$ cat config.mk
export PLATFORM = sky130hd
export DESIGN_NAME = alien_fleet_ctrl
export DESIGN_NICKNAME = d
export VERILOG_FILES = /design/src/rtl/alien_fleet_ctrl.sv
export SDC_FILE = /design/constraint.sdc
export NUM_CORES = 1
export LEC_CHECK = 0
export ABC_CLOCK_PERIOD_IN_PS = 18210
export CAP_MARGIN = 20
export CORE_UTILIZATION = 40
export CTS_CLUSTER_DIAMETER = 120
export DETAILED_ROUTE_END_ITERATION = 12
export GPL_ROUTABILITY_DRIVEN = 0
export PLACE_DENSITY = 0.67
export SKIP_CTS_REPAIR_TIMING = 1
export SLEW_MARGIN = 20
export SYNTH_ARGS = -nofsm -noshare
export SYNTH_HDL_FRONTEND = slang
export SYNTH_SLANG_ARGS = --single-unit
$ cat constraint.sdc
create_clock -name Clk -period 18.21 [get_ports Clk]
set_clock_uncertainty 0.15 [all_clocks]
set_input_delay 1.821 -clock Clk [delete_from_list [all_inputs] [get_ports Clk]]
set_output_delay 1.821 -clock Clk [all_outputs]
set_load 0.005 [all_outputs]
$ cat src/rtl/alien_fleet_ctrl.sv
// alien_fleet_ctrl: alien formation state (live grid, origin, march), bullet hits, cleared/landed flags.
// Define ALIEN_SPEEDUP_EN to shorten the march period as aliens are killed.
module alien_fleet_ctrl #(
    parameter int ALIEN_W     = 30,
    parameter int ALIEN_H     = 20,
    parameter int SPACE_X     = 10,
    parameter int SPACE_Y     = 10,
    parameter int START_COL   = 20,
    parameter int START_ROW   = 40,
    parameter int STEP_X      = 4,
    parameter int STEP_Y      = 10,
    parameter int STEP_FRAMES = 30,
    parameter int SCREEN_W    = 640,
    parameter int LAND_ROW    = 440
) (
    input  logic        Clk,
    input  logic        Reset_n,
    input  logic        FrameTick,
    input  logic        Restart,
    input  logic        BulletExists,
    input  logic [8:0]  BulletRow,
    input  logic [9:0]  BulletCol,
    output logic [49:0] Aliens_Grid,
    output logic [8:0]  AliensRow,
    output logic [9:0]  AliensCol,
    output logic        BulletHit,
    output logic [5:0]  HitIndex,
    output logic        FleetCleared,
    output logic        FleetLanded
);
    localparam int CW = $clog2(STEP_FRAMES + 1);
    localparam int PX = ALIEN_W + SPACE_X;
    localparam int PY = ALIEN_H + SPACE_Y;

    typedef enum logic [1:0] {RUN, CLEARED, LANDED} state_t;

    state_t          state;
    logic            dir_left, armed, hit, hit_any, edge_r, edge_l, land;
    logic [CW-1:0]   cnt, reload;
    logic [3:0]      lmin, rmax;
    logic [2:0]      bmax;
    logic [5:0]      hit_idx;
    logic [10:0]     c0, r0, bc, br, x, y;

    assign c0 = {1'b0, AliensCol};
    assign r0 = {2'b0, AliensRow};
    assign bc = {1'b0, BulletCol};
    assign br = {2'b0, BulletRow};

    always_comb begin
        lmin = '0;
        rmax = '0;
        bmax = '0;
        for (int j = 9; j >= 0; j--)
            if (|{Aliens_Grid[40+j], Aliens_Grid[30+j], Aliens_Grid[20+j], Aliens_Grid[10+j], Aliens_Grid[j]}) lmin = 4'(j);
        for (int j = 0; j < 10; j++)
            if (|{Aliens_Grid[40+j], Aliens_Grid[30+j], Aliens_Grid[20+j], Aliens_Grid[10+j], Aliens_Grid[j]}) rmax = 4'(j);
        for (int i = 0; i < 5; i++)
            if (|Aliens_Grid[i*10 +: 10]) bmax = 3'(i);
    end

    // Descending scan so the lowest index wins when cells overlap the point.
    always_comb begin
        hit_any = 1'b0;
        hit_idx = '0;
        x = '0;
        y = '0;
        for (int k = 49; k >= 0; k--) begin
            x = c0 + 11'((k % 10) * PX);
            y = r0 + 11'((k / 10) * PY);
            if (Aliens_Grid[k] && bc >= x && bc <= x + 11'(ALIEN_W - 1) && br >= y && br <= y + 11'(ALIEN_H - 1)) begin
                hit_any = 1'b1;
                hit_idx = 6'(k);
            end
        end
    end

    assign hit    = hit_any && armed && BulletExists && state == RUN;
    assign edge_r = c0 + 11'(rmax) * 11'(PX) + 11'(ALIEN_W + STEP_X) > 11'(SCREEN_W);
    assign edge_l = c0 + 11'(lmin) * 11'(PX) < 11'(STEP_X);
    assign land   = r0 + 11'(bmax) * 11'(PY) + 11'(ALIEN_H) >= 11'(LAND_ROW);

`ifdef ALIEN_SPEEDUP_EN
    int slow;
    assign slow   = STEP_FRAMES - (50 - $countones(Aliens_Grid)) / 4;
    assign reload = CW'(slow > 1 ? slow - 1 : 0);
`else
    assign reload = CW'(STEP_FRAMES - 1);
`endif

    always_ff @(posedge Clk or negedge Reset_n) begin
        if (!Reset_n) begin
            Aliens_Grid  <= '1;
            AliensRow    <= 9'(START_ROW);
            AliensCol    <= 10'(START_COL);
            dir_left     <= 1'b0;
            cnt          <= CW'(STEP_FRAMES - 1);
            armed        <= 1'b1;
            BulletHit    <= 1'b0;
            HitIndex     <= '0;
            FleetCleared <= 1'b0;
            FleetLanded  <= 1'b0;
            state        <= RUN;
        end else if (Restart) begin
            Aliens_Grid  <= '1;
            AliensRow    <= 9'(START_ROW);
            AliensCol    <= 10'(START_COL);
            dir_left     <= 1'b0;
            cnt          <= CW'(STEP_FRAMES - 1);
            armed        <= 1'b1;
            BulletHit    <= 1'b0;
            HitIndex     <= '0;
            FleetCleared <= 1'b0;
            FleetLanded  <= 1'b0;
            state        <= RUN;
        end else begin
            BulletHit <= hit;
            armed     <= !BulletExists ? 1'b1 : (hit ? 1'b0 : armed);
            if (hit) begin
                Aliens_Grid[hit_idx] <= 1'b0;
                HitIndex             <= hit_idx;
            end
            if (state == RUN) begin
                if (Aliens_Grid == '0) begin
                    state        <= CLEARED;
                    FleetCleared <= 1'b1;
                end else if (land) begin
                    state       <= LANDED;
                    FleetLanded <= 1'b1;
                end
                if (FrameTick) begin
                    cnt <= cnt == '0 ? reload : cnt - CW'(1);
                    if (cnt == '0) begin
                        if (dir_left ? edge_l : edge_r) begin
                            AliensRow <= AliensRow + 9'(STEP_Y);
                            dir_left  <= !dir_left;
                        end else begin
                            AliensCol <= dir_left ? AliensCol - 10'(STEP_X) : AliensCol + 10'(STEP_X);
                        end
                    end
                end
            end
        end
    end
endmodule

## Yosys cells after proc, flatten, opt, wreduce, memory -nomap -nowiden

Cells that the tools add are included.

- Register bits: 87
- Bits in latches: 0
- Memory bits (writable): 0
- Bits in read-only memories: 0
- Bits of input ports: 24
- Output and inout port bits: 78
- Word-level logic and storage cells: 492
- Memories: 0

- Add/subtract/negate cells: 37
- Multiply operators: 3
- Div/mod/pow operators: 0
- Magnitude comparators: 35
- Equality and inequality tests: 3
- Shift-type cells: 0
- Muxes and demuxes: 165
- Bitwise logic cells: 2
- Reduce and logical (&&, ||, !) cells: 236

Operator list:

| kind | number |
|---|---|
| two-way mux 6 bit | 52 |
| logical AND 1 bit | 204 |
| less-or-equal comparator 10 x 11 -> 1 bit | 10 |
| two-way mux 50 bit | 2 |
| adder 11 x 5 -> 11 bit, second input constant | 9 |
| >= comparator 10 x 11 -> 1 bit | 9 |
| two-way mux 4 bit | 18 |
| two-way mux 1 bit | 70 |
| adder 10 x 5 -> 11 bit, second input constant | 6 |
| two-way mux 10 bit | 6 |
| less-or-equal comparator 9 x 11 -> 1 bit | 5 |
| AND 50 bit | 1 |
| logical NOT 50 bit | 1 |
| NOT 50 bit | 1 |
| OR reduction 5 bit | 10 |
| two-way mux 9 bit | 5 |
| >= comparator 9 x 10 -> 1 bit | 4 |
| OR reduction 10 bit | 4 |
| adder 10 x 8 -> 11 bit, second input constant | 3 |
| adder 10 x 9 -> 11 bit, second input constant | 3 |
| adder 10 x 10 -> 11 bit | 2 |
| adder 10 x 7 -> 11 bit, second input constant | 2 |
| adder 9 x 5 -> 10 bit, second input constant | 2 |
| adder 9 x 7 -> 10 bit, second input constant | 2 |
| 31 further kinds | 50 |

## Depth between registers and ports, before layout

Gate-level depths: netlist of the first run.

- Depth in word-level cells: 64
- Gate-level depth with buffers: 24
- Depth with buffers taken out: 23

## Least setup slack after synthesis of the first run

OpenSTA, ideal clock, no wires.

- Kind: register to register
- Start: register AliensCol[4]
- End: register Aliens_Grid[3]
- Library setup time: 0.083 ns
- Arrival time: 5.578 ns
- Data required time: 17.977 ns
- Path slack: 12.398 ns
- Stages on the path, launching flop included: 23
- Buffers on the path: 2
- Clock period less this slack: 5.812 ns
- Cell sequence: dfstp_2 > clkbuf_1 > inv_1 > ha_1 > a21o_1 > xnor2_1 > inv_1 > or3_1 > or3_1 > xnor2_1 > ha_1 > nand3_1 > o221a_2 > o31ai_1 > a311oi_2 > nand2_1 > a221o_1 > a21bo_1 > a32o_1 > o21a_2 > a21o_1 > buf_2 > o32a_1

- Word-level cells in the longest chain between the ends: 64
- Elaborated cells on any way between the ends: 352
- Those cells by class: add/sub: 19; order compare: 22; mux: 104; bitwise: 2; reduce/logical: 205

Ends and longest elaborated chain:

| item | line | source |
|---|---|---|
| start: declaration | 25 | `output logic [9:0] AliensCol,` |
| start signal: assignment | 95 | `AliensCol <= 10'(START_COL);` |
| start signal: assignment | 107 | `AliensCol <= 10'(START_COL);` |
| start signal: assignment | 138 | `AliensCol <= dir_left ? AliensCol - 10'(STEP_X) : AliensCol + 10'(STEP_X);` |
| adder 10 x 9 -> 11 bit | 69 | `x = c0 + 11'((k % 10) * PX);` |
| adder 11 x 5 -> 11 bit / >= comparator 10 x 11 -> 1 bit (equally long branches) | 71 | `if (Aliens_Grid[k] && bc >= x && bc <= x + 11'(ALIEN_W - 1) && br >= y && br <= y + 11'(ALIEN_H - 1)) begin` |
| less-or-equal comparator 10 x 11 -> 1 bit / logical AND 1 bit (equally long branches) | 71 |  |
| logical AND 1 bit (3 in a row) | 71 |  |
| two-way mux 6 bit (50 in a row) | 71 |  |
| < comparator 6 x 7 -> 1 bit (not written as such) / >= comparator 6 x 1 -> 1 bit (equally long branches) | 120 | `Aliens_Grid[hit_idx] <= 1'b0;` |
| logical AND 1 bit (not written as such) | 120 |  |
| two-way mux 1 bit (not written as such) | 120 |  |
| demux 1 bit (select 6 bit) | 120 |  |
| NOT 50 bit (no source line) | -- |  |
| AND 50 bit (no source line) | -- |  |
| two-way mux 50 bit | 119 | `if (hit) begin` |
| two-way mux 50 bit | 104 | `end else if (Restart) begin` |
| end signal: assignment | 93 | `Aliens_Grid <= '1;` |
| end signal: assignment | 105 | `Aliens_Grid <= '1;` |
| end signal: indexed assignment | 120 |  |
| end: declaration | 23 | `output logic [49:0] Aliens_Grid,` |

Parallel ways exist; a longest one is shown, timed or not. The select of a mux whose other input is x is not followed.
A chain may end at the register's enable or synchronous reset.

## Worst setup path in the final report of the first run

- Start: register AliensCol[4]
- End: register Aliens_Grid[13]

Same word-level chain as after synthesis.

==> summary.md, run 1 <==
| Metric | Value |
|---|---|
| Vias in the first global route | `around 14000` |
| Largest stage delay, worst path | `0.93 ns` |
| Initial DRC Count | `1193` |
| Slew HR | `between 20% and 30%` |
| Post-synth EDFFs | `0` |
| Sequential fraction of the synthesis area | `roughly 15%` |
| Peak supply drop | `~0.14 mV` |
| Cell count after synthesis | `~1700` |
| Final min period | `7.17 ns` |
| DP Wirelength | `between 30 and 40 mm` |
| Post-Route WL | `49.4 mm` |
| DRC errors left | `0` |
| TNS Setup | `0 ns` |
| Clk sink count | `84` |
| Ys async rst share | `100%` |
| WP data required | `roughly 18 ns` |
| Critical Path End Type | `register` |
| WL/cell | `21.7 um` |
| TritonCTS clock tree | `built` |
| Hold crit path type | `register to register` |
| Ys Warns | `0` |
| RSZ-0062 raised after global routing | `false` |
| Top cells by area, synth | `ha_1 24%, dfstp_2 11%, xnor2_1 6.2%, a21oi_1 4.4%, dfrtp_1 4.4%` |
| Layout Nets | `around 2100` |
| Max-slew violations | `0` |
| Hold_ws | `0.354 ns` |
| FP Rows | `68` |
| Fin crit share | `roughly 39%` |
| Setup WS post-layout | `approximately 11 ns` |
| DP Area | `about 16000 um^2` |
| Die area | `36200 um^2` |
| Max-cap violations | `0` |
| Antenna Nets Post-Route | `0` |
| Filler-free cell count of the finished design | `approximately 2300` |
| Placed Cells | `around 2300` |
| N_diodes | `0` |
| Pre-CTS setup slack | `about 11 ns` |
| Layout area overhead | `12.2%` |
| Total core area | `roughly 35000 um^2` |
| Prevailing post-synth register cell | `dfstp_2` |
| Clock tree buffer depth | `2` |
| First-pass GRT wire length | `about 77 mm` |
| Status | `finished clean` |
| Delay-heaviest family, CP | `compound AO/OA/AOI/OAI gates` |
| FF+latch count, synth | `84` |
| Fraction of layout cells with a size suffix above 1 | `8.67%` |
| Critical path cell sequence | `inv_1, ha_1, a21o_1, xnor2_1, inv_1, or3_1, or3_1, xnor2_1, ha_1, nand3_1, o221a_2, o31ai_1, a311oi_2, and2_1, o311ai_1, a221oi_1, o31a_1, o211ai_2, a211oi_2, a32oi_1` |
| First-pass DRT Iterations | `8` |
| Worst-Margin Slew | `between 1 and 1.5 ns` |
| Peak Freq | `0.140 GHz` |
| Synthesized cell area | `between 10000 and 15000 um^2` |
| Utilization after layout | `between 40% and 50%` |
| Root buf cell | `clkbuf_16` |
| Die Ht | `190 um` |
| Critical Path Fanout Max | `20` |
| Startpoint types | `register` |
| Total GRT Usage | `~27%` |
| PnR Total Power | `around 3.4 mW` |
| Dominant cell type by area after synthesis | `ha_1` |
| Critical path arrival | `approximately 7.3 ns` |
| Leakage | `between 6 and 7 nW` |
| Average cell area after synthesis | `a little over 8 um^2` |
| Worst-Skew Late Latency | `approximately 0.36 ns` |
| Port buffer count | `98` |
| Crit Path Class | `register to register` |
| Initial core utilization | `40.8%` |
| Yosys cell types | `108` |
| Finished Cell Area | `roughly 16000 um^2` |
| Final setup viols | `0` |
| CP bufs+invs | `2` |
| Vias | `14400` |
| Vias per inst | `6.34` |
| Die W | `190 um` |
| Reg clk slew, reported paths | `0.07 ns` |
| Yosys top cell area share | `between 20% and 30%` |
| Io pins | `102` |
| Initial antenna violation count | `0` |
| Crit path max-delay cell type | `a311oi_2` |
| Num CTS Buffers | `9` |
| Largest net degree at the start of global routing | `just over 70` |
| Cell area power density | `around 210 nW/um^2` |
| Global route overflow | `0` |
| Max H-tree Level | `3` |
| Final Hold Fails | `0` |
## synth_stat cells, types with 13 or more instances
cell type / n
nor3_1: 41
a221oi_1: 13
nor2_1: 137
a211oi_1: 20
ha_1: 274
clkbuf_1: 22
dfstp_2: 59
or3_1: 19
and2_1: 24
a31oi_1: 40
xnor2_1: 100
nand4_1: 15
nand3_1: 56
dfrtp_1: 25
xor2_1: 35
a21o_1: 46
nor2b_1: 19
o21ai_0: 62
inv_1: 104
o31ai_1: 14
nor4_1: 22
a21oi_1: 126
buf_2: 18
o21a_1: 20
nand2_1: 125
nand2b_1: 24
## layout make-up
cell class	instances	area (um^2)
inverter	111	417
multi-input combinational	1496	11300
tap	455	569
clock buffer	9	225
timing repair buffer	115	1100
sequential	84	2180
fill	3441	18800
clock inverter	7	71.3
## flip-flops by register name, summed over array words and instances (netlist names)
name / flops
AliensCol: 8
BulletHit: 1
Aliens_Grid: 50
FleetCleared: 1
dir_left: 1
cnt: 5
HitIndex: 6
state: 2
armed: 1
FleetLanded: 1
AliensRow: 8
## cells by family (layout without fill, tap and decap cells)
logic type | after synthesis | count (layout) | share of synthesized area [%]
multiplexers | 5 | 5 | 0.371
buffers and inverters | 163 | 242 | 4.69
AND/OR/NAND/NOR | 542 | 542 | 19.3
AO/OA/AOI/OAI | 528 | 528 | 26.7
flip-flops | 84 | 84 | 15.4
adder cells (fa/ha/maj) | 280 | 280 | 25.0
other | 1 | 4 | 0.0265
XOR/XNOR | 137 | 137 | 8.57
## tightest hold or removal path: stages (launching register included)
cell and delay (ns):
dfstp_2 0.38, nand2_1 0.05, nand3_1 0.07
## placed cells by master (no fill, tap or decap), types with 56 or more instances in the layout
| cell | count |
|---|---|
| nand3_1 | 56 |
| inv_1 | 104 |
| ha_1 | 274 |
| clkdlybuf4s50_1 | 96 |
| o21ai_0 | 62 |
| xnor2_1 | 100 |
| dfstp_2 | 59 |
| nor2_1 | 137 |
| a21oi_1 | 126 |
| nand2_1 | 125 |
## per-layer routing
metal  vias to the layer above  wire length (um)  global-route usage, %
li1                       6637                 -                      -
met1                      6848             21000                   35.9
met2                       769             21200                   42.2
met3                       184              4800                   4.25
met4                         0              2430                   13.3
met5                         -                 0                      0
## final timing paths
check / from / endpoint / slack, ns / depth (start not counted)
min in group asynchronous: Reset_n / Aliens_Grid[24] / 1.58 / 1
setup reg to reg: AliensCol[4] / Aliens_Grid[13] / 11.04 / 20
hold / removal: armed / armed / 0.35 / 2
hold reg to reg: armed / armed / 0.35 / 2
setup / recovery: AliensCol[4] / Aliens_Grid[13] / 11.04 / 20
max in group asynchronous: Reset_n / AliensCol[6] / 15.63 / 2
## where the power goes
| part | switching [mW] | total [mW] | internal [mW] |
|---|---|---|---|
| logic | 1.78 | 2.90 | 1.12 |
| clock network | 0.0887 | 0.185 | 0.0963 |
| registers | 0.0995 | 0.334 | 0.235 |
Note: power is estimated with default switching activity, not from simulation.
==> run 2, diff against run 1 <==
--- a/config.mk
+++ b/config.mk
@@ -5,7 +5,7 @@
 export SDC_FILE = /design/constraint.sdc
 export NUM_CORES = 1
 export LEC_CHECK = 0
-export ABC_CLOCK_PERIOD_IN_PS = 18210
+export ABC_CLOCK_PERIOD_IN_PS = 6900
 export CAP_MARGIN = 20
 export CORE_UTILIZATION = 40
 export CTS_CLUSTER_DIAMETER = 120
==> constraint.sdc (replaced) <==
create_clock -name Clk -period 6.9 [get_ports Clk]
set_clock_uncertainty 0.15 [all_clocks]
set_input_delay 0.69 -clock Clk [delete_from_list [all_inputs] [get_ports Clk]]
set_output_delay 0.69 -clock Clk [all_outputs]
set_load 0.005 [all_outputs]
==> run 2 against run 1 <==
Net effect: cell count rose by 0.75%; core utilization rose by 0.36 points; total power rose to 2.7 times the previous value; highest routed layer unchanged.
==> summary.md, run 2 (synthesis gave the netlist of run 1 again) <==
| Metric | Value |
|---|---|
| Final min period | `6.49 ns (was 7.17 ns)` |
| Worst-Skew Late Latency | `0.36 ns (about the same)` |
| Layout area overhead | `13.1% (was 12.2%)` |
| Hold Crit Start | `armed (unchanged)` |
| Hold crit path type | `register to register (unchanged)` |
| Max-slew violations | `0 (unchanged)` |
| Clk sink count | `84 (unchanged)` |
| Layout Nets | `2138 (was 2121)` |
| Vias | `14300 (was 14400)` |
| Clk pwr share | `5.5% (was 5.4%)` |
| WHS Path Cells | `2 (unchanged)` |
| Max H-tree Level | `3 (unchanged)` |
| Critical Path Fanout Max | `13 (was 20)` |
| Setup WS post-layout | `0.409 ns (was 11.04 ns)` |
| R2R setup slack | `0.41 ns (was 11.04 ns)` |
| WP data required | `6.99 ns (was 18.30 ns)` |
| Total GRT Usage | `27.5% (was 26.9%)` |
| Die W | `190 um (unchanged)` |
| Vias in the first global route | `13900 (about the same)` |
| N_diodes | `0 (unchanged)` |
| Peak supply drop | `0.399 mV (was 0.139 mV)` |
| Worst-Margin Slew | `1.08 ns (about the same)` |
| Max-cap violations | `0 (unchanged)` |
| Final Hold Fails | `0 (unchanged)` |
| Largest net degree at the start of global routing | `71 (unchanged)` |
| Initial core utilization | `40.8% (unchanged)` |
| Fraction of layout cells with a size suffix above 1 | `9.46% (was 8.67%)` |
| FILL cells | `3451 (was 3441)` |
| Sequential power share | `9.3% (was 9.8%)` |
| Reg clk slew, reported paths | `0.06 ns (was 0.07 ns)` |
| Startpoint types | `register (unchanged)` |
| Vias per inst | `6.25 (was 6.34)` |
| PnR Total Power | `9.10 mW (was 3.42 mW)` |
| Slew HR | `27.6% (was 28.3%)` |
| Largest register FFs | `50 (unchanged)` |
| FP Rows | `68 (unchanged)` |
| Cell area power density | `568 nW/um^2 (was 215 nW/um^2)` |
| Die area | `36200 um^2 (unchanged)` |
| Initial antenna violation count | `0 (unchanged)` |
| Switch Pwr | `5.21 mW (was 1.97 mW)` |
| Logic pwr share | `85.2% (was 84.8%)` |
| Filler-free cell count of the finished design | `2294 (was 2277)` |
| Min-Delay Endpoint | `armed (unchanged)` |
| Critical path arrival | `6.58 ns (was 7.26 ns)` |
| Final setup viols | `0 (unchanged)` |
| Antenna Nets Post-Route | `0 (unchanged)` |
| DP Wirelength | `38.4 mm (was 36.8 mm)` |
| Most common cell after layout, fill and taps aside | `ha_1 (unchanged)` |
| Reg2reg start | `AliensCol[5] (was AliensCol[4])` |
| Pre-CTS setup slack | `0.633 ns (was 11.28 ns)` |
| Most frequent cells in the layout | `274 x ha_1, 137 x nor2_1, 126 x a21oi_1 (unchanged)` |
| R2R Path End | `Aliens_Grid[47] (was Aliens_Grid[13])` |
| TNS Setup | `0 ns (unchanged)` |
| Fin crit share | `94.1% (was 39.4%)` |
| Initial DRC Count | `1315 (was 1193)` |
| Port buffer count | `98 (unchanged)` |
| Io pins | `102 (unchanged)` |
| Utilization after layout | `46.2% (was 45.8%)` |
| TritonCTS clock tree | `built (unchanged)` |
| Peak Freq | `0.154 GHz (was 0.140 GHz)` |
| RSZ-0062 raised after global routing | `false (unchanged)` |
| Total core area | `34700 um^2 (unchanged)` |
| Global route overflow | `0 (unchanged)` |
| Crit Path Class | `register to register (unchanged)` |
| Clock tree buffer depth | `2 (unchanged)` |
| WL/cell | `22.0 um (was 21.7 um)` |
| Switching Share | `57.2% (was 57.6%)` |
| Root buf cell | `clkbuf_16 (unchanged)` |
| Critical Path End Type | `register (unchanged)` |
| Die Ht | `190 um (unchanged)` |
| First-pass GRT wire length | `77.9 mm (was 76.8 mm)` |
| Num CTS Buffers | `9 (unchanged)` |
| Placed Cells | `2278 (was 2260)` |
| Status | `finished clean (unchanged)` |
| Cell-internal power | `3.90 mW (was 1.45 mW)` |
| Largest regs | `Aliens_Grid (50), AliensCol (8), AliensRow (8) (unchanged)` |
| First-pass DRT Iterations | `6 (was 8)` |
| Leakage | `6.85 nW (was 6.76 nW)` |
| Register with the most flip-flops | `Aliens_Grid (unchanged)` |
| R2R cell count | `21 (was 20)` |
| Post-Route WL | `50.4 mm (was 49.4 mm)` |
| DRC errors left | `0 (unchanged)` |
-- run 2: cell types whose count changed in the layout (fill, tap and decap cells not counted), sizes merged --
cell / change
inv: -1
clkinv: +1
bufinv: +1
buf: +18
clkinvlp: -1
clkbuf: -1
-- run 2: final cells by class --
| cell class | instances | area [um^2] | area share [%] |
|---|---|---|---|
| tap | 455 | 569 | 3.55 |
| inverter | 111 | 417 | 2.60 |
| clock inverter | 7 | 73.8 | 0.460 |
| multi-input combinational | 1496 | 11300 | 70.8 |
| sequential | 84 | 2180 | 13.6 |
| clock buffer | 9 | 225 | 1.40 |
| timing repair buffer | 132 | 1230 | 7.66 |
-- run 2: per-layer routing --
metal  up-vias  global-route usage (%)  wire, um
met5         -                       0         0
met4         0                    11.0      2090
met1      6808                    35.9     21700
met2       663                    44.8     22600
li1       6684                       -         -
met3       175                    4.55      4010
-- run 2: worst max-delay path, stage by stage, from the launching register on --
cell and delay, ns:
dfrtp_1 0.58, buf_4 0.29, ha_1 0.20, a21o_1 0.20
xnor2_1 0.33, inv_1 0.11, or3_1 0.43, or3_1 0.38
xnor2_1 0.14, ha_1 0.29, nand3_1 0.11, o221a_2 0.24
o31ai_1 0.07, a311oi_2 0.16, buf_4 0.20, and2_1 0.21
o311ai_0 0.60, o21ai_1 0.28, nor3_2 0.46, nand4_1 0.26
nor3_1 0.52, a31oi_1 0.16
-- run 2: worst max-delay path by stage --
stage                            start  slack (ns)         endpoint  cells after the start
after floorplan           AliensCol[4]        1.09   Aliens_Grid[3]                     22
after global placement    AliensCol[5]        0.68  Aliens_Grid[13]                     19
after detailed placement  AliensCol[5]        0.63  Aliens_Grid[47]                     21
after CTS                 AliensCol[5]        0.59  Aliens_Grid[47]                     21
after global routing      AliensCol[5]        0.04  Aliens_Grid[13]                     19
final                     AliensCol[5]        0.41  Aliens_Grid[47]                     21
-- run 2: power groups by stage --
stage               sequential [mW]  clock, mW  combinational (mW)
floorplan                     0.761          0                5.59
global placement              0.838          0                7.38
detailed placement            0.841          0                7.55
CTS                           0.835      0.501                7.59
global route                  0.853      0.520                8.44
finish                        0.850      0.499                7.75
-- run 2: stage by stage --
stage / hold slack [ns] / area (um^2)
6_report: 0.352 / 16000
3_3_place_gp: 0.337 / 15700
3_5_place_dp: 0.337 / 15700
5_1_grt: 0.361 / 16000
2_1_floorplan: 0.244 / 14200
4_1_cts: 0.348 / 16000
